File: src/rtl/imem_loader_pkg.sv
// imem_loader shared types: FSM states, word packing constants.
// Optional checksum stage enabled by defining IMEM_LOADER_CHECKSUM_EN.
package imem_loader_pkg;

    localparam int BYTES_PER_WORD = 4;
    localparam int LANE_W         = 2;

    typedef enum logic [2:0] {
        S_IDLE,
        S_HDR_HI,
        S_HDR_LO,
        S_PAYLOAD,
        S_WRITE,
        S_CHECK,
        S_DONE,
        S_ERROR
    } state_t;

    function automatic logic rx_state(state_t s);
        return s inside {S_HDR_HI, S_HDR_LO, S_PAYLOAD, S_CHECK};
    endfunction

    function automatic logic busy_state(state_t s);
        return s inside {S_HDR_HI, S_HDR_LO, S_PAYLOAD, S_WRITE, S_CHECK};
    endfunction

endpackage

File: src/rtl/imem_loader_if.sv
// Byte stream valid/ready channel feeding the instruction memory loader.
// master = byte source, slave = loader.
interface imem_loader_if;
    logic [7:0] rx_data;
    logic       rx_valid;
    logic       rx_ready;

    modport master (output rx_data, output rx_valid, input rx_ready);
    modport slave  (input rx_data, input rx_valid, output rx_ready);
endinterface

File: src/rtl/imem_loader_byte_packer.sv
// Packs accepted bytes big-endian into 32-bit words; word_ready pulses
// combinationally alongside the fourth byte of each word.
module imem_loader_byte_packer
    import imem_loader_pkg::*;
(
    input  logic        clk,
    input  logic        rst,
    input  logic        clr,
    input  logic        push,
    input  logic [7:0]  byte_i,
    output logic [31:0] word_o,
    output logic        word_ready_o
);

    logic [LANE_W-1:0] lane_q, lane_d;
    logic [23:0]       shift_q, shift_d;

    always_comb begin
        lane_d  = lane_q;
        shift_d = shift_q;
        if (clr) begin
            lane_d  = '0;
            shift_d = '0;
        end else if (push) begin
            lane_d  = lane_q + 1'b1;
            shift_d = {shift_q[15:0], byte_i};
        end
    end

    assign word_o       = {shift_q, byte_i};
    assign word_ready_o = push && !clr &&
                          (lane_q == LANE_W'(BYTES_PER_WORD - 1));

    always_ff @(posedge clk) begin
        if (rst) begin
            lane_q  <= '0;
            shift_q <= '0;
        end else begin
            lane_q  <= lane_d;
            shift_q <= shift_d;
        end
    end

endmodule

File: src/rtl/imem_loader.sv
// Boot loader: 2-byte word count header, big-endian payload into imem.
// Define IMEM_LOADER_CHECKSUM_EN for a trailing XOR checksum byte.
module imem_loader
    import imem_loader_pkg::*;
#(
    parameter int ADDR_WIDTH = 10
) (
    input  logic          clock,
    input  logic          reset,
    input  logic          start,
    imem_loader_if.slave  rx,
    output logic          imem_write_enabled,
    output logic [31:0]   imem_address,
    output logic [31:0]   imem_data,
    output logic          cpu_reset,
    output logic          busy,
    output logic          done,
    output logic          err_overflow,
    output logic          err_checksum
);

    localparam logic [16:0] MAX_WORDS = 17'd1 << ADDR_WIDTH;

`ifdef IMEM_LOADER_CHECKSUM_EN
    localparam state_t S_FINISH = S_CHECK;
`else
    localparam state_t S_FINISH = S_DONE;
`endif

    state_t                state_q, state_d;
    logic [15:0]           count_q, count_d;
    logic [ADDR_WIDTH:0]   index_q, index_d;
    logic [ADDR_WIDTH-1:0] addr_q, addr_d;
    logic [31:0]           data_q, data_d;
    logic                  rdy_q, rdy_d;
    logic                  we_q, we_d;
    logic                  cpurst_q, cpurst_d;
    logic                  busy_q, busy_d;
    logic                  done_q, done_d;
    logic                  ovf_q, ovf_d;

    logic                  xfer;
    logic                  start_ok;
    logic                  pk_push;
    logic                  pk_ready;
    logic [31:0]           pk_word;
    logic [15:0]           hdr_count;
    logic [ADDR_WIDTH:0]   index_next;

    assign xfer       = rx.rx_valid && rdy_q;
    assign start_ok   = start &&
                        (state_q inside {S_IDLE, S_DONE, S_ERROR});
    assign pk_push    = xfer && (state_q == S_PAYLOAD);
    assign hdr_count  = {count_q[15:8], rx.rx_data};
    assign index_next = index_q + 1'b1;

    imem_loader_byte_packer u_packer (
        .clk          (clock),
        .rst          (reset),
        .clr          (start_ok),
        .push         (pk_push),
        .byte_i       (rx.rx_data),
        .word_o       (pk_word),
        .word_ready_o (pk_ready)
    );

`ifdef IMEM_LOADER_CHECKSUM_EN
    logic [7:0] csum_q, csum_d;
    logic       cerr_q, cerr_d;
`endif

    always_comb begin
        state_d = state_q;
        count_d = count_q;
        index_d = index_q;
        addr_d  = addr_q;
        data_d  = data_q;
        ovf_d   = ovf_q;
`ifdef IMEM_LOADER_CHECKSUM_EN
        csum_d  = csum_q;
        cerr_d  = cerr_q;
        if (start_ok) begin
            csum_d = '0;
            cerr_d = 1'b0;
        end else if (pk_push) begin
            csum_d = csum_q ^ rx.rx_data;
        end
`endif
        unique case (state_q)
            S_IDLE, S_DONE, S_ERROR: begin
                if (start_ok) begin
                    state_d = S_HDR_HI;
                    count_d = '0;
                    index_d = '0;
                    ovf_d   = 1'b0;
                end
            end
            S_HDR_HI: begin
                if (xfer) begin
                    count_d[15:8] = rx.rx_data;
                    state_d       = S_HDR_LO;
                end
            end
            S_HDR_LO: begin
                if (xfer) begin
                    count_d = hdr_count;
                    if ({1'b0, hdr_count} > MAX_WORDS) begin
                        state_d = S_ERROR;
                        ovf_d   = 1'b1;
                    end else if (hdr_count == 16'd0) begin
                        state_d = S_FINISH;
                    end else begin
                        state_d = S_PAYLOAD;
                    end
                end
            end
            S_PAYLOAD: begin
                if (pk_ready) begin
                    state_d = S_WRITE;
                    data_d  = pk_word;
                    addr_d  = index_q[ADDR_WIDTH-1:0];
                end
            end
            S_WRITE: begin
                index_d = index_next;
                state_d = (16'(index_next) == count_q) ? S_FINISH
                                                       : S_PAYLOAD;
            end
`ifdef IMEM_LOADER_CHECKSUM_EN
            S_CHECK: begin
                if (xfer) begin
                    if (rx.rx_data == csum_q) begin
                        state_d = S_DONE;
                    end else begin
                        state_d = S_ERROR;
                        cerr_d  = 1'b1;
                    end
                end
            end
`endif
            default: state_d = S_IDLE;
        endcase

        // outputs are registered from the next state
        rdy_d    = rx_state(state_d);
        we_d     = (state_d == S_WRITE);
        busy_d   = busy_state(state_d);
        done_d   = (state_d == S_DONE);
        cpurst_d = (state_d != S_DONE);
    end

    always_ff @(posedge clock) begin
        if (reset) begin
            state_q  <= S_IDLE;
            count_q  <= '0;
            index_q  <= '0;
            addr_q   <= '0;
            data_q   <= '0;
            rdy_q    <= 1'b0;
            we_q     <= 1'b0;
            cpurst_q <= 1'b1;
            busy_q   <= 1'b0;
            done_q   <= 1'b0;
            ovf_q    <= 1'b0;
        end else begin
            state_q  <= state_d;
            count_q  <= count_d;
            index_q  <= index_d;
            addr_q   <= addr_d;
            data_q   <= data_d;
            rdy_q    <= rdy_d;
            we_q     <= we_d;
            cpurst_q <= cpurst_d;
            busy_q   <= busy_d;
            done_q   <= done_d;
            ovf_q    <= ovf_d;
        end
    end

`ifdef IMEM_LOADER_CHECKSUM_EN
    always_ff @(posedge clock) begin
        if (reset) begin
            csum_q <= '0;
            cerr_q <= 1'b0;
        end else begin
            csum_q <= csum_d;
            cerr_q <= cerr_d;
        end
    end
    assign err_checksum = cerr_q;
`else
    assign err_checksum = 1'b0;
`endif

    assign rx.rx_ready          = rdy_q;
    assign imem_write_enabled   = we_q;
    assign imem_address         = {{(32-ADDR_WIDTH){1'b0}}, addr_q};
    assign imem_data            = data_q;
    assign cpu_reset            = cpurst_q;
    assign busy                 = busy_q;
    assign done                 = done_q;
    assign err_overflow         = ovf_q;

endmodule

File: src/flat_wrapper.sv
// flat-port wrapper written by rule: the top's interface ports become plain ports
module imem_loader_flat import imem_loader_pkg::*;
#(
    parameter int ADDR_WIDTH = 10
)
  (clock, reset, start, imem_write_enabled, imem_address, imem_data, cpu_reset, busy, done, err_overflow, err_checksum, rx_rx_data, rx_rx_valid, rx_rx_ready);
  imem_loader_if rx_i ();
  input  logic clock;
  input  logic reset;
  input  logic start;
  output logic imem_write_enabled;
  output logic [31:0] imem_address;
  output logic [31:0] imem_data;
  output logic cpu_reset;
  output logic busy;
  output logic done;
  output logic err_overflow;
  output logic err_checksum;
  input wire logic [$bits(rx_i.rx_data)-1:0] rx_rx_data;
  input wire logic [$bits(rx_i.rx_valid)-1:0] rx_rx_valid;
  output wire logic [$bits(rx_i.rx_ready)-1:0] rx_rx_ready;
  assign rx_i.rx_data = rx_rx_data;
  assign rx_i.rx_valid = rx_rx_valid;
  assign rx_rx_ready = rx_i.rx_ready;
  imem_loader #(.ADDR_WIDTH(ADDR_WIDTH)) u_core (.clock(clock), .reset(reset), .start(start), .rx(rx_i), .imem_write_enabled(imem_write_enabled), .imem_address(imem_address), .imem_data(imem_data), .cpu_reset(cpu_reset), .busy(busy), .done(done), .err_overflow(err_overflow), .err_checksum(err_checksum));
endmodule
File: config.mk
export PLATFORM = sky130hd
export DESIGN_NAME = imem_loader_flat
export DESIGN_NICKNAME = d
export VERILOG_FILES = /design/src/rtl/imem_loader_pkg.sv /design/src/rtl/imem_loader_if.sv /design/src/rtl/imem_loader_byte_packer.sv /design/src/rtl/imem_loader.sv /design/src/flat_wrapper.sv
export SDC_FILE = /design/constraint.sdc
export NUM_CORES = 1
export LEC_CHECK = 0
export CORE_MARGIN = 3
export CORE_UTILIZATION = 40
export DETAILED_ROUTE_END_ITERATION = 10
export MAX_ROUTING_LAYER = met4
export PLACE_DENSITY_LB_ADDON = 0.15
export SLEW_MARGIN = 20
export SYNTH_ARGS = -nofsm -noshare
export SYNTH_HDL_FRONTEND = slang
export SYNTH_SLANG_ARGS = --single-unit
File: constraint.sdc
create_clock -name clock -period 3.5 [get_ports clock]
set_input_delay 0.7 -clock clock [delete_from_list [all_inputs] [get_ports clock]]
set_output_delay 0.7 -clock clock [all_outputs]
set_load 0.01 [all_outputs]
======== Word-level counts from Yosys, hierarchy flattened ========
Index checks and enable logic that the tools add are counted.
storage, ports and cells
  register bits ........................... 104
  input bits .............................. 12
  output and inout port bits .............. 71
  word-level logic and storage cells ...... 77
operators by class
  $add $sub $neg .......................... 2
  order comparisons ....................... 1
  eq/ne operators ......................... 19
  multiplexer cells ....................... 19
  bitwise gates (word level) .............. 1
  reductions and logical operators ........ 21
operator list
  kind                                                  count
  case mux 8 bit (3 select lines)                       1
  case mux 11 bit (2 select lines)                      1
  two-way mux 3 bit                                     7
  == test 3 bit, second input constant                  6
  == test 11 x 16 -> 1 bit                              1
  > comparator 16 x 11 -> 1 bit, second input constant  1
  logical NOT 16 bit                                    1
  two-way mux 16 bit                                    1
  two-way mux 8 bit                                     2
  case mux 8 bit (2 select lines)                       1
  case mux 3 bit (5 select lines)                       1
  == test 3 x 2 -> 1 bit, second input constant         4
  adder 11 x 1 -> 11 bit, second input constant         1
  two-way mux 11 bit                                    1
  AND reduction 4 bit                                   2
  == test 3 x 1 -> 1 bit, second input constant         2
  != test 2 x 1 -> 1 bit, second input constant         3
  nonzero test 2 bit                                    3
  logical AND 1 bit                                     5
  nonzero test 5 bit                                    1
  AND reduction 2 bit                                   2
  nonzero test 4 bit                                    1
  logical NOT 3 bit                                     1
  two-way mux 1 bit                                     3
  11 further kinds                                      11

======== Longest topological paths before layout ========
Gate-level depths: netlist of the first run.
  depth in word-level cells ............... 10
  gate-level depth with buffers ........... 8
  depth with buffers taken out ............ 7

======== Cells and area by module ========
Synthesis of the first run repeated with hierarchy kept, for this count alone.
second synthesis, totals
  cell total of the unflattened synthesis .. 553
  area, all modules ....................... 4611.9 µm²
modules (own cells, without submodules)
  module                   times used  cells an instance  area an instance (µm²)  seq. area each (µm²)
  imem_loader              1           458                3568.4                  1561.5
  imem_loader_byte_packer  1           95                 1043.5                  520.5

======== Worst setup path before layout of the first run ========
Ideal clock, no wire load.
  kind .................................... in2reg
  from .................................... input rx_rx_data[6]
  to ...................................... register u_core.rdy_q (netlist: u_core.rx.rx_ready)
  setup time .............................. 70 ps
  arrival ................................. 2047 ps
  data required time ...................... 3430 ps
  slack ................................... 1383 ps
  cell stages on the path ................. 6
  buffers on the path ..................... 0
  cell sequence ........................... nor4_2 a31oi_1 o31ai_1 o2111ai_1 mux2_2 a21oi_1
between the ends
  cells in the longest elaborated chain, start to end .. 7
  elaborated cells between the ends (all ways) .. 11
  those cells by class .................... 1 x order compare; 4 x eq/ne; 4 x mux; 2 x reduce/logical
ends and longest elaborated chain
  item                                                                                   RTL line               RTL
  start: declaration                                                                     flat_wrapper.sv:19     input wire logic [$bits(rx_i.rx_data)-1:0] rx_rx_data;
  parallel branches: the longest is 2 deep, another holds > comparator 16 x 11 -> 1 bit  n/a
  two-way mux 3 bit (*)                                                                  imem_loader.sv:107     if ({1'b0, hdr_count} > MAX_WORDS) begin
  two-way mux 3 bit (*)                                                                  imem_loader.sv:105     if (xfer) begin
  case mux 3 bit (5 select lines) (*)                                                    imem_loader.sv:89      unique case (state_q)
  == test 3 x 1 -> 1 bit (tied with other cells)                                         imem_loader_pkg.sv:20  return s inside {S_HDR_HI, S_HDR_LO, S_PAYLOAD, S_CHECK};
  nonzero test 4 bit (*)                                                                 imem_loader_pkg.sv:20
  end signal: assignment                                                                 imem_loader.sv:171     rdy_q <= rdy_d;
  end: declaration                                                                       imem_loader.sv:35      logic rdy_q, rdy_d;
Mark *: on every way between the ends.
A chain may end at the register's enable or synchronous reset.

======== Final worst setup path of the first run ========
  from .................................... input rx_rx_data[1]
  to ...................................... register u_core.rdy_q (netlist: u_core.rx.rx_ready)
Same word-level chain as after synthesis.

==> results of run 1 <==
==> stage by stage <==
stage,power (µW),worst slack (ps),std cells,hold slack (ps)
3_5_place_dp,1330,460,728,446
4_1_cts,2300,831,744,457
2_1_floorplan,1310,1380,586,432
3_3_place_gp,1330,537,728,441
6_report,2270,817,744,453
5_1_grt,2360,644,744,472
==> logic make-up after synthesis <==
family          Yosys count  synth area share
simple gates            241             0.239
fa+ha+maj                 2           0.00549
buf+inv                  70            0.0923
other cells               1          0.000823
mux                       1           0.00247
flops                   104             0.457
xor+xnor                 14            0.0269
compound gates          131             0.175
==> cell usage after synthesis (2+ instances only) <==
cell type    n  area share
a311oi_1     3      0.0058
clkbuf_1    24       0.020
nor4_2       2      0.0055
xor2_1       5      0.0096
a21o_1       2      0.0033
nand2_1    150        0.12
buf_4       26       0.043
and4_1       2      0.0038
o22ai_1      2      0.0027
nor2b_1      2      0.0027
nand4_1      3      0.0041
nor3_1       9      0.0099
nand2b_1     5      0.0069
inv_1        6      0.0049
ha_1         2      0.0055
buf_6        7       0.017
or3_1        5      0.0069
a21oi_1     82       0.090
o31ai_1      4      0.0066
buf_2        6      0.0066
xnor2_1      9       0.017
a22oi_1     17       0.028
o21ai_0      6      0.0066
nor4_1       2      0.0027
and2_1       4      0.0055
a31oi_1      4      0.0055
o211a_1      2      0.0044
dfxtp_1    104        0.46
nand3_1      5      0.0055
nor2_1      37       0.030
==> how the worst max path moves through the flow <==
stage                         endpoint  depth (start not counted)           from  slack [ps]
global placement    u_core.rx.rx_ready                          7  rx_rx_data[0]         540
finish              u_core.rx.rx_ready                          7  rx_rx_data[1]         820
floorplan           u_core.rx.rx_ready                          6  rx_rx_data[6]        1380
CTS                 u_core.rx.rx_ready                          7  rx_rx_data[6]         830
global route               u_core.busy                          7  rx_rx_data[6]         640
detailed placement  u_core.rx.rx_ready                          7  rx_rx_data[6]         460
==> power by group <==
group | switching, µW | internal (µW) | total [µW] | leakage [µW]
clock network | 472 | 495 | 967 | 0.000135
registers | 7.65 | 1190 | 1200 | 0.000838
logic | 74.1 | 35.5 | 110 | 0.000796
total | 554 | 1720 | 2270 | 0.00177
==> area by class of cell <==
class | instances | area, µm²
inverter | 6 | 22.5
sequential | 104 | 2080
multi-input combinational | 412 | 2140
timing repair buffer | 66 | 651
clock inverter | 7 | 61.3
fill | 1112 | 5630
clock buffer | 9 | 225
tap | 140 | 175
==> tightest hold or removal path, delay by kind of cell (launching register included) <==
kind | cells | cell delay, ps
flip-flops | 1 | 310
AND/OR/NAND/NOR | 1 | 50
AO/OA/AOI/OAI | 1 | 50
==> state kept, by name, indices dropped and copies added (netlist names) <==
name,cells
u_core.addr_q,10
u_core.busy,1
u_core.count_q,16
u_core.cpu_reset,1
u_core.done,1
u_core.err_overflow,1
u_core.imem_data,32
u_core.imem_write_enabled,1
u_core.index_q,11
u_core.rx.rx_ready,1
u_core.state_q,3
u_core.u_packer.lane_q,2
u_core.u_packer.shift_q,24
==> per-layer routing <==
metal	global-route usage	part of all wire
met3	0.0321	0.050
met2	0.258	0.45
met4	0.0457	0.011
met1	0.246	0.49
met5	-	0
==> reports/summary.txt, run 1 <==
Largest net degree at the start of global routing -> 54
Avg Inst Size Synth -> 8.08 µm²
Crit end category -> register
Post-synth EDFFs -> 0
Clk sink count -> 104
Starting Density -> 0.415
Top delay family on crit path -> compound AO/OA/AOI/OAI gates
RR Startpoint -> u_core.index_q[0]
Routed len/inst -> 14.4 µm
#FFs+latches synth -> 104
Worst hold path class -> register to register
Max_slew headroom -> 0.445
Worst EP arrival -> 2950 ps
Status -> finished, final reports clean
Critical path, cell by cell -> clkdlybuf4s50_1, nor4_2, a31oi_1, o31ai_1, o2111ai_1, mux2_2, a21oi_1
Post-Synthesis Cells -> 564
FF-to-FF setup slack -> 1040 ps
Avg Vias per Cell -> 5.12
Dpl hpwl -> 7.50 mm
DRC viols -> 0
Async S/R FF share, synth -> 0
Setup CP Type -> primary input to register
Mapped Area -> 4560 µm²
Pwr Density -> 425 nW/µm²
Bufs and invs on worst path -> 1
Num rows -> 38
Vert. Die Dim -> 113 µm
DR pass1 iterations -> 5
Inserted Clock Buffers -> 9
First-pass GRT wire length -> 17.7 mm
Sequential share of the synthesized area -> 0.457
Setup violators final -> 0
Worst r2r path cells -> 7
Vias in the first global route -> 3485
Starting DRT DRC Count -> 218
Core Box Area -> 11000 µm²
Worst path required time -> 3770 ps
Final Instance Area -> 5350 µm²
Tcrit/Tclk final -> 0.767
Hold Vio Cnt, Final -> 0
Final Util -> 0.487
Die Area -> 12700 µm²
TNS Setup -> 0 ps
Worst Skew -> 5.69 ps
Post-cts resize count -> 0
RR Endpoint -> u_core.busy
Clock root cell -> clkbuf_16
CTS tree -> yes
Port bufs -> 59
Ant. Diodes -> 0
Most frequent cells in the layout -> nand2_1, dfxtp_1, a21oi_1
Clock Latency Late Sink -> 340 ps
Hold Crit Depth -> 2
Antenna viol nets, final -> 0
Max Slew Vio Count -> 0
Slew @ Worst Pin -> 830 ps
Final WL -> 10.7 mm
H-tree Lvls -> 3
Final weighted congestion in routability-driven placement -> 0.851
Final Critical Period -> 2680 ps
Hold-critical path endpoint -> u_core.imem_data[29]
Post-CTS Setup Inserts -> 0
RSZ-0062 raised after global routing -> false
Hold bufs inserted after CTS -> 0
Slowest stage delay, CP -> 520 ps
Most common library cell in the layout ignoring fill and taps -> nand2_1
Grt total ovfl -> 0
Worst Path Max Fanout -> 5
Bufs on Longest Clock Path -> 2
Via count -> 3811
Synth Flop Type -> dfxtp_1
Critical-path top delay cell -> clkdlybuf4s50_1
Max-cap viol count -> 0
Startpoint types -> primary input
Initial antenna violation count -> 0
Worst min-delay path startpoint -> u_core.imem_data[29]
Chip Width -> 113 µm
Layout cells sized above 1 -> 0.0629
Peak supply drop -> 0.281 mV
Reg clk slew, reported paths -> 70 ps
Num ports -> 83
Area grow syn2layout -> 17.5%
Leak -> 0.00177 µW
Number of synthesis warnings -> 0
Upper clock frequency limit -> 0.373 GHz
Cell Area, Placed -> 5070 µm²
Distinct cell type count after synthesis -> 57
GRT Util Overall -> 0.174
Nets@finish -> 613
Note: power is estimated with default switching activity, not from simulation.
==> inputs of run 2 (changes only) <==
==> constraint.sdc (replaced) <==
create_clock -name clock -period 2.6 [get_ports clock]
set_input_delay 0.52 -clock clock [delete_from_list [all_inputs] [get_ports clock]]
set_output_delay 0.52 -clock clock [all_outputs]
set_load 0.01 [all_outputs]
==> run 2 against run 1 <==
Combinational power grew 55%. Cell count grew 2.4%. Largest power group unchanged. Clock power grew 37%. Setup slack lost 580 ps. Total power grew 36%. Register-to-register slack lost 770 ps. Highest routed layer unchanged. Non-clock buffer count grew 18. Critical path depth is the same. First-iteration DRC count shrank 18%. Sequential share of layout area shrank 1.1 points.
==> reports/summary.txt, run 2 (synthesis gave the netlist of run 1 again) <==
Final WL -> 11.0 mm (was 10.7 mm)
Via count -> 3896 (was 3811)
Setup CP Type -> primary input to register (unchanged)
Clk sink count -> 104 (unchanged)
Final weighted congestion in routability-driven placement -> 0.861 (was 0.851)
Status -> finished, final reports clean (unchanged)
Max_slew headroom -> 0.634 (was 0.445)
CP Depth -> 7 (unchanged)
Startpoint types -> primary input (unchanged)
Highest metal used -> met4 (unchanged)
Wire length on met3 -> 587 µm (was 533 µm)
Vert. Die Dim -> 113 µm (unchanged)
Multi-input gate area in the final layout -> 2140 µm² (unchanged)
Routed len/inst -> 14.4 µm (about the same)
Leak -> 0.00187 µW (was 0.00177 µW)
Top delay family on crit path -> compound AO/OA/AOI/OAI gates (unchanged)
Slew @ Worst Pin -> 546 ps (was 830 ps)
Nets@finish -> 631 (was 613)
Ant. Diodes -> 0 (unchanged)
Port bufs -> 59 (unchanged)
Core Box Area -> 11000 µm² (unchanged)
Final Critical Period -> 2360 ps
Largest net degree at the start of global routing -> 33 (was 54)
Bufs and invs on worst path -> 1 (unchanged)
DRC viols -> 0 (unchanged)
Num rows -> 38 (unchanged)
PnR worst setup slack -> 241 ps (was 817 ps)
Critical-path top delay cell -> clkdlybuf4s50_1 (unchanged)
Grt total ovfl -> 0 (unchanged)
Worst EP arrival -> 2640 ps (was 2950 ps)
Hold Crit Depth -> 2 (unchanged)
Starting Density -> 0.415 (unchanged)
Clock root cell -> clkbuf_16 (unchanged)
Die Area -> 12700 µm² (unchanged)
Seq. cell area -> 2080 µm² (about the same)
Vias in the first global route -> 3694 (was 3485)
Crit end category -> register (unchanged)
Worst Path Max Fanout -> 3 (was 5)
Worst hold path class -> register to register (unchanged)
Max Slew Vio Count -> 0 (unchanged)
Worst path required time -> 2880 ps (was 3770 ps)
Antenna viol nets, final -> 0 (unchanged)
Avg Vias per Cell -> 5.11 (was 5.12)
Worst Skew -> 10.5 ps (was 5.69 ps)
Inserted Clock Buffers -> 9 (unchanged)
Max-cap viol count -> 0 (unchanged)
Dpl hpwl -> 7.91 mm (was 7.50 mm)
Max FFs per register -> 32 (unchanged)
Placed insts -> 746 (was 728)
Hold Vio Cnt, Final -> 0 (unchanged)
H-tree Lvls -> 3 (unchanged)
First-pass GRT wire length -> 18.0 mm (was 17.7 mm)
DR pass1 iterations -> 4 (was 5)
Initial antenna violation count -> 0 (unchanged)
Met2 WL post-DR -> 4.89 mm (was 4.80 mm)
Pwr Density -> 562 nW/µm² (was 425 nW/µm²)
Critical path, cell by cell -> clkdlybuf4s50_1, nor4_2, a31oi_1, o31ai_1, o2111ai_1, mux2_2, a21oi_1 (unchanged)
GRT Util Overall -> 0.179 (was 0.174)
Starting DRT DRC Count -> 178 (was 218)
Slowest stage delay, CP -> 440 ps (was 520 ps)
Most common library cell in the layout ignoring fill and taps -> nand2_1 (unchanged)
Chip Width -> 113 µm (unchanged)
CTS tree -> yes (unchanged)
RSZ-0062 raised after global routing -> false (unchanged)
Post-Layout Cell Count -> 762 (was 744)
Setup violators final -> 0 (unchanged)
Peak supply drop -> 0.324 mV (was 0.281 mV)
Most frequent cells in the layout -> nand2_1, dfxtp_1, a21oi_1 (unchanged)
Worst r2r path cells -> 7 (unchanged)
Num ports -> 83 (unchanged)
Post-CTS Setup Inserts -> 0 (unchanged)
Layout cells sized above 1 -> 0.0900 (was 0.0629)
Clock Latency Late Sink -> 350 ps (was 340 ps)
Layout fillers -> 1083 (was 1112)
Reg clk slew, reported paths -> 70 ps (about the same)
Pre-CTS setup slack -> -107 ps (was 460 ps)
Bufs on Longest Clock Path -> 2 (unchanged)
Upper clock frequency limit -> 0.424 GHz
Tcrit/Tclk final -> 0.907
Area grow syn2layout -> 21.0% (was 17.5%)
Metal-1 WL -> 5.32 mm (was 5.22 mm)
==> run 2: tightest hold or removal path, delay by kind of cell (launching register included) <==
family | cells | cell delay, ps
compound gates | 1 | 50
simple gates | 1 | 50
flops | 1 | 310
==> run 2: layout make-up <==
type                       count  share of cell area
clock buffer                  12              0.0465
clock inverter                 4             0.00704
inverter                       6             0.00409
multi-input combinational    412               0.388
sequential                   104               0.378
tap                          140              0.0318
timing repair buffer          84               0.145
==> run 2: path summary, 6_finish.rpt <==
path | startpoint | end | slack [ps]
max | rx_rx_data[0] | u_core.rx.rx_ready | 240
min | u_core.imem_data[28] | u_core.imem_data[28] | 450
max reg2reg | u_core.index_q[1] | u_core.busy | 270
min reg2reg | u_core.imem_data[28] | u_core.imem_data[28] | 450
==> run 2: metal layers <==
| metal | vias up | GRT usage |
|---|---|---|
| met5 | - | - |
| met4 | 0 | 0.0593 |
| met3 | 17 | 0.0455 |
| met2 | 94 | 0.268 |
| met1 | 1824 | 0.237 |
| li1 | 1961 | - |
==> run 2: power breakdown <==
part           leakage [µW]  internal, µW  switching, µW
registers          0.000839          1600           10.8
logic              0.000889          63.9            107
clock network      0.000146           714            602
==> run 2: per-stage QoR <==
stage / util / instance area, µm² / TNS, ps / hold slack [ps] / total power [µW]
finish: 0.502 / 5510 / 0 / 454 / 3100
detailed placement: 0.475 / 5210 / -258 / 448 / 1820
CTS: 0.502 / 5510 / 0 / 458 / 3130
global route: 0.502 / 5510 / 0 / 475 / 3220
floorplan: - / 4640 / 0 / 432 / 1760
global placement: 0.475 / 5210 / -74.0 / 444 / 1820
==> run 2: timing repair <==
item,in CTS,in global routing
setup endpoints to repair,0,2
hold buffers,0,0
resized for setup,0,1
==> inputs of run 3 (changes only) <==
--- a/config.mk
+++ b/config.mk
@@ -5,6 +5,7 @@
 export SDC_FILE = /design/constraint.sdc
 export NUM_CORES = 1
 export LEC_CHECK = 0
+export CAP_MARGIN = 25
 export CORE_MARGIN = 3
 export CORE_UTILIZATION = 40
 export DETAILED_ROUTE_END_ITERATION = 10
==> results of run 3 <==
The final DEF is identical to that of run 2; final timing and power are the same.
